<file path="config.mk">
export PLATFORM = sky130hd
export DESIGN_NAME = snes_pad_emulator
export DESIGN_NICKNAME = d
export VERILOG_FILES = /design/src/rtl/snes_pad_emulator.sv
export SDC_FILE = /design/constraint.sdc
export NUM_CORES = 1
export LEC_CHECK = 0
export CORE_ASPECT_RATIO = 1.1
export CORE_MARGIN = 4
export CORE_UTILIZATION = 25
export DETAILED_ROUTE_END_ITERATION = 8
export PLACE_DENSITY = 0.52
export SYNTH_ARGS = -nofsm -noshare
export SYNTH_HDL_FRONTEND = slang
export SYNTH_SLANG_ARGS = --single-unit
</file>
<file path="constraint.sdc">
create_clock -name clk -period 2 [get_ports clk]
set_input_delay 0.4 -clock clk [delete_from_list [all_inputs] [get_ports clk]]
set_output_delay 0.4 -clock clk [all_outputs]
set_load 0.02 [all_outputs]
</file>
<file path="src/rtl/snes_pad_emulator.sv">
// Controller side of the SNES pad link: captures 12 buttons on the host latch and
// shifts them out one bit per host clock rise, with synchronized inputs and a frame timeout.
module snes_pad_emulator #(
  parameter int SYNC_STAGES = 2,
  parameter int TIMEOUT     = 40000,
  parameter bit ACTIVE_LOW  = 1'b1
) (
  input  logic        clk,
  input  logic        reset,
  input  logic        data_latch,
  input  logic        snes_clk,
  input  logic [11:0] button_data,
  output logic        serial_data,
  output logic        frame_done,
  output logic        timeout,
  output logic [15:0] poll_count
);

  localparam int IW = $clog2(TIMEOUT + 1);
  localparam logic [IW-1:0] IDLE_MAX = IW'(TIMEOUT - 1);

  typedef enum logic [1:0] {IDLE, LATCH, SHIFT, DONE} state_t;

  state_t                 state_q, state_d;
  logic [SYNC_STAGES-1:0] latch_sync_q, latch_sync_d;
  logic [SYNC_STAGES-1:0] sclk_sync_q, sclk_sync_d;
  logic                   latch_prev_q, sclk_prev_q;
  logic [15:0]            shift_reg_q, shift_reg_d;
  logic [4:0]             bit_cnt_q, bit_cnt_d;
  logic [IW-1:0]          idle_cnt_q, idle_cnt_d;
  logic                   serial_data_q, serial_data_d;
  logic                   frame_done_q, frame_done_d;
  logic                   timeout_q, timeout_d;
  logic [15:0]            poll_count_q, poll_count_d;

  logic        latch_s, sclk_s;
  logic        latch_rise, latch_fall, sclk_rise, sclk_fall, any_edge;
  logic [15:0] frame_word;

  assign latch_s    = latch_sync_q[SYNC_STAGES-1];
  assign sclk_s     = sclk_sync_q[SYNC_STAGES-1];
  assign latch_rise = latch_s & ~latch_prev_q;
  assign latch_fall = ~latch_s & latch_prev_q;
  assign sclk_rise  = sclk_s & ~sclk_prev_q;
  assign sclk_fall  = ~sclk_s & sclk_prev_q;
  assign any_edge   = latch_rise | latch_fall | sclk_rise | sclk_fall;
  assign frame_word = {4'b1111, (ACTIVE_LOW ? ~button_data : button_data)};

  assign serial_data = serial_data_q;
  assign frame_done  = frame_done_q;
  assign timeout     = timeout_q;
  assign poll_count  = poll_count_q;

  always_comb begin
    latch_sync_d = {latch_sync_q[SYNC_STAGES-2:0], data_latch};
    sclk_sync_d  = {sclk_sync_q[SYNC_STAGES-2:0], snes_clk};
    state_d      = state_q;
    shift_reg_d  = shift_reg_q;
    bit_cnt_d    = bit_cnt_q;
    idle_cnt_d   = idle_cnt_q;
    frame_done_d = 1'b0;
    timeout_d    = 1'b0;
    poll_count_d = poll_count_q;

    case (state_q)
      IDLE: begin
        if (latch_rise) begin
          state_d     = LATCH;
          shift_reg_d = frame_word;
        end
      end
      LATCH: begin
        shift_reg_d = frame_word;
        if (latch_fall) begin
          state_d   = SHIFT;
          bit_cnt_d = 5'd0;
        end
      end
      SHIFT: begin
        // A latch rise restarts the frame and outranks a coincident clock rise.
        if (latch_rise) begin
          state_d     = LATCH;
          shift_reg_d = frame_word;
          bit_cnt_d   = 5'd0;
        end else if (sclk_rise) begin
          shift_reg_d = {1'b0, shift_reg_q[15:1]};
          bit_cnt_d   = bit_cnt_q + 5'd1;
          if (bit_cnt_q == 5'd15) begin
            state_d      = DONE;
            frame_done_d = 1'b1;
            poll_count_d = poll_count_q + 16'd1;
          end
        end
      end
      DONE: begin
        if (latch_rise) begin
          state_d     = LATCH;
          shift_reg_d = frame_word;
        end
      end
      default: state_d = IDLE;
    endcase

    if (state_q == LATCH || state_q == SHIFT) begin
      if (any_edge) begin
        idle_cnt_d = '0;
      end else if (idle_cnt_q == IDLE_MAX) begin
        state_d   = IDLE;
        timeout_d = 1'b1;
      end else begin
        idle_cnt_d = idle_cnt_q + 1'b1;
      end
    end else begin
      idle_cnt_d = '0;
    end

    case (state_q)
      IDLE:        serial_data_d = 1'b1;
      LATCH,SHIFT: serial_data_d = shift_reg_q[0];
      DONE:        serial_data_d = 1'b0;
      default:     serial_data_d = 1'b1;
    endcase
  end

  always_ff @(posedge clk) begin
    if (reset) begin
      state_q       <= IDLE;
      latch_sync_q  <= '0;
      sclk_sync_q   <= '1;
      latch_prev_q  <= 1'b0;
      sclk_prev_q   <= 1'b1;
      shift_reg_q   <= 16'hFFFF;
      bit_cnt_q     <= 5'd0;
      idle_cnt_q    <= '0;
      serial_data_q <= 1'b1;
      frame_done_q  <= 1'b0;
      timeout_q     <= 1'b0;
      poll_count_q  <= 16'd0;
    end else begin
      state_q       <= state_d;
      latch_sync_q  <= latch_sync_d;
      sclk_sync_q   <= sclk_sync_d;
      latch_prev_q  <= latch_s;
      sclk_prev_q   <= sclk_s;
      shift_reg_q   <= shift_reg_d;
      bit_cnt_q     <= bit_cnt_d;
      idle_cnt_q    <= idle_cnt_d;
      serial_data_q <= serial_data_d;
      frame_done_q  <= frame_done_d;
      timeout_q     <= timeout_d;
      poll_count_q  <= poll_count_d;
    end
  end

endmodule
</file>
==> key figures <==
Status
  – Outcome: completed

Final layout
  – Storage element area: approximately 1300 sq um
  – Non-filler instance count after layout: 530
  – Layout fillers: 1202
  – Multi-input logic area: 1670 sq um
  – Area growth syn-to-layout: 31.5%
  – Commonest non-fill, non-tap cell in the layout: dfxtp_1
  – Final net count: 402
  – Most frequent cells in the layout: dfxtp_1 (62), clkdlybuf4s50_1 (34), nor2_1 (29)
  – Ant diodes: 0
  – Layout cells sized above 1: 0.192

STA
  – RSZ-0062 raised after global routing: yes
  – Final Hold Vio Count: 0
  – Least-Margin Pin Slew: 0.908 ns
  – Final worst path period share: 0.982
  – Final worst slack: 0.0368 ns
  – Max-slew headroom: 0.393
  – Final Max Slew Viols: 0
  – Min cycle time layout: 1.96 ns
  – Max Clock Skew: 0.00859 ns
  – Setup Viol. Count Final: 0
  – Setup TNS: 0 ns
  – Fmax: 509 MHz

Detailed routing
  – Antenna violation net count after detailed routing: 0
  – Routed WL: 6590 um
  – DRT iter0 DRCs: 134
  – Post-route DRC violation count: 0
  – Via density: 4.75
  – Via count: 2520
  – Routed length per placed instance: 12.4 um
  – Drt first pass iters: 4

Global route
  – Largest net degree at the start of global routing: 31
  – Antenna violations before repair: 0
  – First-pass GRT wire length: between 10000 and 15000 um
  – Total gr overflow: 0
  – Vias in the first global route: 2418
  – Total GRT Usage: 0.0998

Synthesis
  – Post-synthesis sequential area ratio: 0.424
  – Synth Area in Adders: 0.0414
  – Mux share of post-synthesis cell area: 0.0104
  – Yosys reg bits: 64
  – Post-Synthesis Cells: 331
  – Yosys top cell by area: dfxtp_1
  – Top FF cell, synth: dfxtp_1
  – Main combinational cell family by area after synthesis: simple AND/OR/NAND/NOR gates
  – Mapped cell area: 3020 sq um
  – Yosys top cell area share: 0.424
  – Synthesis warning total: 0
  – Top post-synthesis cells by area: dfxtp_1 (42%), o221a_2 (4.5%), ha_1 (4.1%)
  – Post-Synth XOR/XNOR Area: 0.0522
  – Net count after synthesis: 357
  – Synth async-reset ratio: 0
  – Post-synthesis compound-gate area fraction: 0.189
  – Mapped Avg Cell Area: 9.12 sq um
  – Netlist cell types: 53
  – Synth Area in Simple Gates: 0.239
  – EDFF count, synth: 0

Critical path
  – Setup crit end kind: register
  – CP peak stage delay: around 0.52 ns
  – Arr. time, crit path: roughly 2.2 ns
  – CP max-delay cell: or4_1
  – R2R Setup Slk: 0.04 ns
  – Kind of critical path: register to register
  – Crit-path max FO: 5
  – Critical Path Source Type: register
  – R2R cell count: 7
  – Start of the worst register-to-register path: bit_cnt_q[1]
  – Crit-path cells: ha_4, and3_4, ha_4, nand4_1, or2_4, or4_1, a21oi_2
  – Crit path required time: 2.27 ns
  – CP dominant cell by count: ha_4
  – RR Endpoint: poll_count[13]

Placement
  – Routability cong.: 0.805
  – # placed instances: a little over 500
  – Hpwl dp: between 4000 and 5000 um
  – Placement Setup Slack: -0.0244 ns
  – Number of port buffers: 34

Clock tree
  – H-tree depth: 3
  – TritonCTS clock tree: done
  – Clk Latency, worst-skew pair: 0.33 ns
  – Clock transition at the registers of the reported paths: 0.06 ns
  – CTS Root Cell: clkbuf_16
  – CTS max path bufs: 2
  – Sink Count: 64
  – CTS buffer count: 9

Floorplan
  – Die ar.: 13900 sq um
  – Starting Density: 0.259
  – IO Count: 35
  – Die Ht: approximately 120 um
  – # rows: roughly 40
  – Core ar.: 11600 sq um
  – Die X: 113 um

Worst hold path
  – Type of the worst min-delay path: register to register
  – Worst Hold End: sclk_sync_q[1]
  – Hold_sp: sclk_sync_q[0]
  – Hold Path Depth: 1

Run
  – Max-cap violations: 0

Power and ir drop
  – VDD IR-drop max: roughly 0.36 mV
  – Pwr Density: about 760 nW/um^2
  – Static leakage: 0.00136 uW
## per-stage QoR
| step | hold WS (ns) | power, uW | util | instance area (sq um) |
|---|---|---|---|---|
| 2_1_floorplan | 0.389 | 1450 | - | 3060 |
| 3_3_place_gp | 0.400 | 1510 | 0.311 | 3630 |
| 3_5_place_dp | 0.399 | 1510 | 0.311 | 3630 |
| 4_1_cts | 0.408 | 3060 | 0.336 | 3920 |
| 5_1_grt | 0.432 | 3130 | 0.341 | 3970 |
| 6_report | 0.406 | 3010 | 0.341 | 3970 |
## critical path, delay by kind of cell (launching register included)
| family | cells | cell delay [ns] |
|---|---|---|
| flip-flops | 1 | 0.36 |
| adder cells (fa/ha/maj) | 2 | 0.26 |
| AO/OA/AOI/OAI | 1 | 0.13 |
| AND/OR/NAND/NOR | 4 | 1.15 |
## cells by family (layout without fill, tap and decap cells)
family                     after synthesis  after routing
AOI/OAI and AO/OA                       77             77
xor gates and xnor gates                18             18
adders and majority gates               10             10
buffers and inverters                   31             79
DFF                                     64             64
muxes                                    3              3
and+or+nand+nor                        128            129
## power breakdown
part | total (uW) | switching, uW | internal (uW)
combinational | 160 | 73.7 | 86.2
clock | 1530 | 571 | 957
sequential | 1320 | 17.3 | 1310
## repair_timing
action                     CTS  global route
resized for setup            1            10
buffers inserted             0             2
setup endpoints to repair    1             9
cloned                       0             1
hold buffers                 0             0
pin swaps                    0             1
## Yosys cell counts (8+ instances only)
cell,count
nor2_1,29
nand3_1,12
a211o_1,12
ha_1,10
clkbuf_1,13
xnor2_1,9
or3_1,11
a21oi_1,18
o221a_2,12
xor2_1,9
nor3_1,8
o21ai_0,11
inv_1,12
nand2_1,25
dfxtp_1,64
## area by class of cell
cell class,instances,area share
clock buffers,10,0.0577
clock inverters,5,0.0148
inverters,12,0.0113
multi-input cells,237,0.421
flip-flops and latches,64,0.325
well taps,150,0.0473
repair buffers,52,0.123
## flip-flops by register name, indices dropped and copies added (netlist names)
signal	count
idle_cnt_q	16
frame_done	1
latch_prev_q	1
shift_reg_q	16
sclk_prev_q	1
bit_cnt_q	5
state_q	2
latch_sync_q	2
serial_data	1
timeout	1
sclk_sync_q	2
poll_count	16
## worst max path at each step
stage | start | endpoint | slack, ns
6_report | bit_cnt_q[1] | poll_count[13] | 0.04
4_1_cts | bit_cnt_q[1] | poll_count[13] | 0.01
3_5_place_dp | bit_cnt_q[1] | poll_count[13] | -0.02
5_1_grt | bit_cnt_q[1] | poll_count[13] | -0.02
3_3_place_gp | bit_cnt_q[1] | poll_count[13] | 0.05
2_1_floorplan | bit_cnt_q[1] | poll_count[13] | 0.02
## layer usage
| layer | vias up | part of all wire | track usage |
|---|---|---|---|
| met2 | 47 | 0.44 | 0.153 |
| met5 | - | 0 | 0 |
| li1 | 1293 | - | - |
| met3 | 10 | 0.048 | 0.0352 |
| met1 | 1170 | 0.50 | 0.126 |
| met4 | 0 | 0.015 | 0.0466 |
No activity file was read; power rests on OpenSTA's default activity.
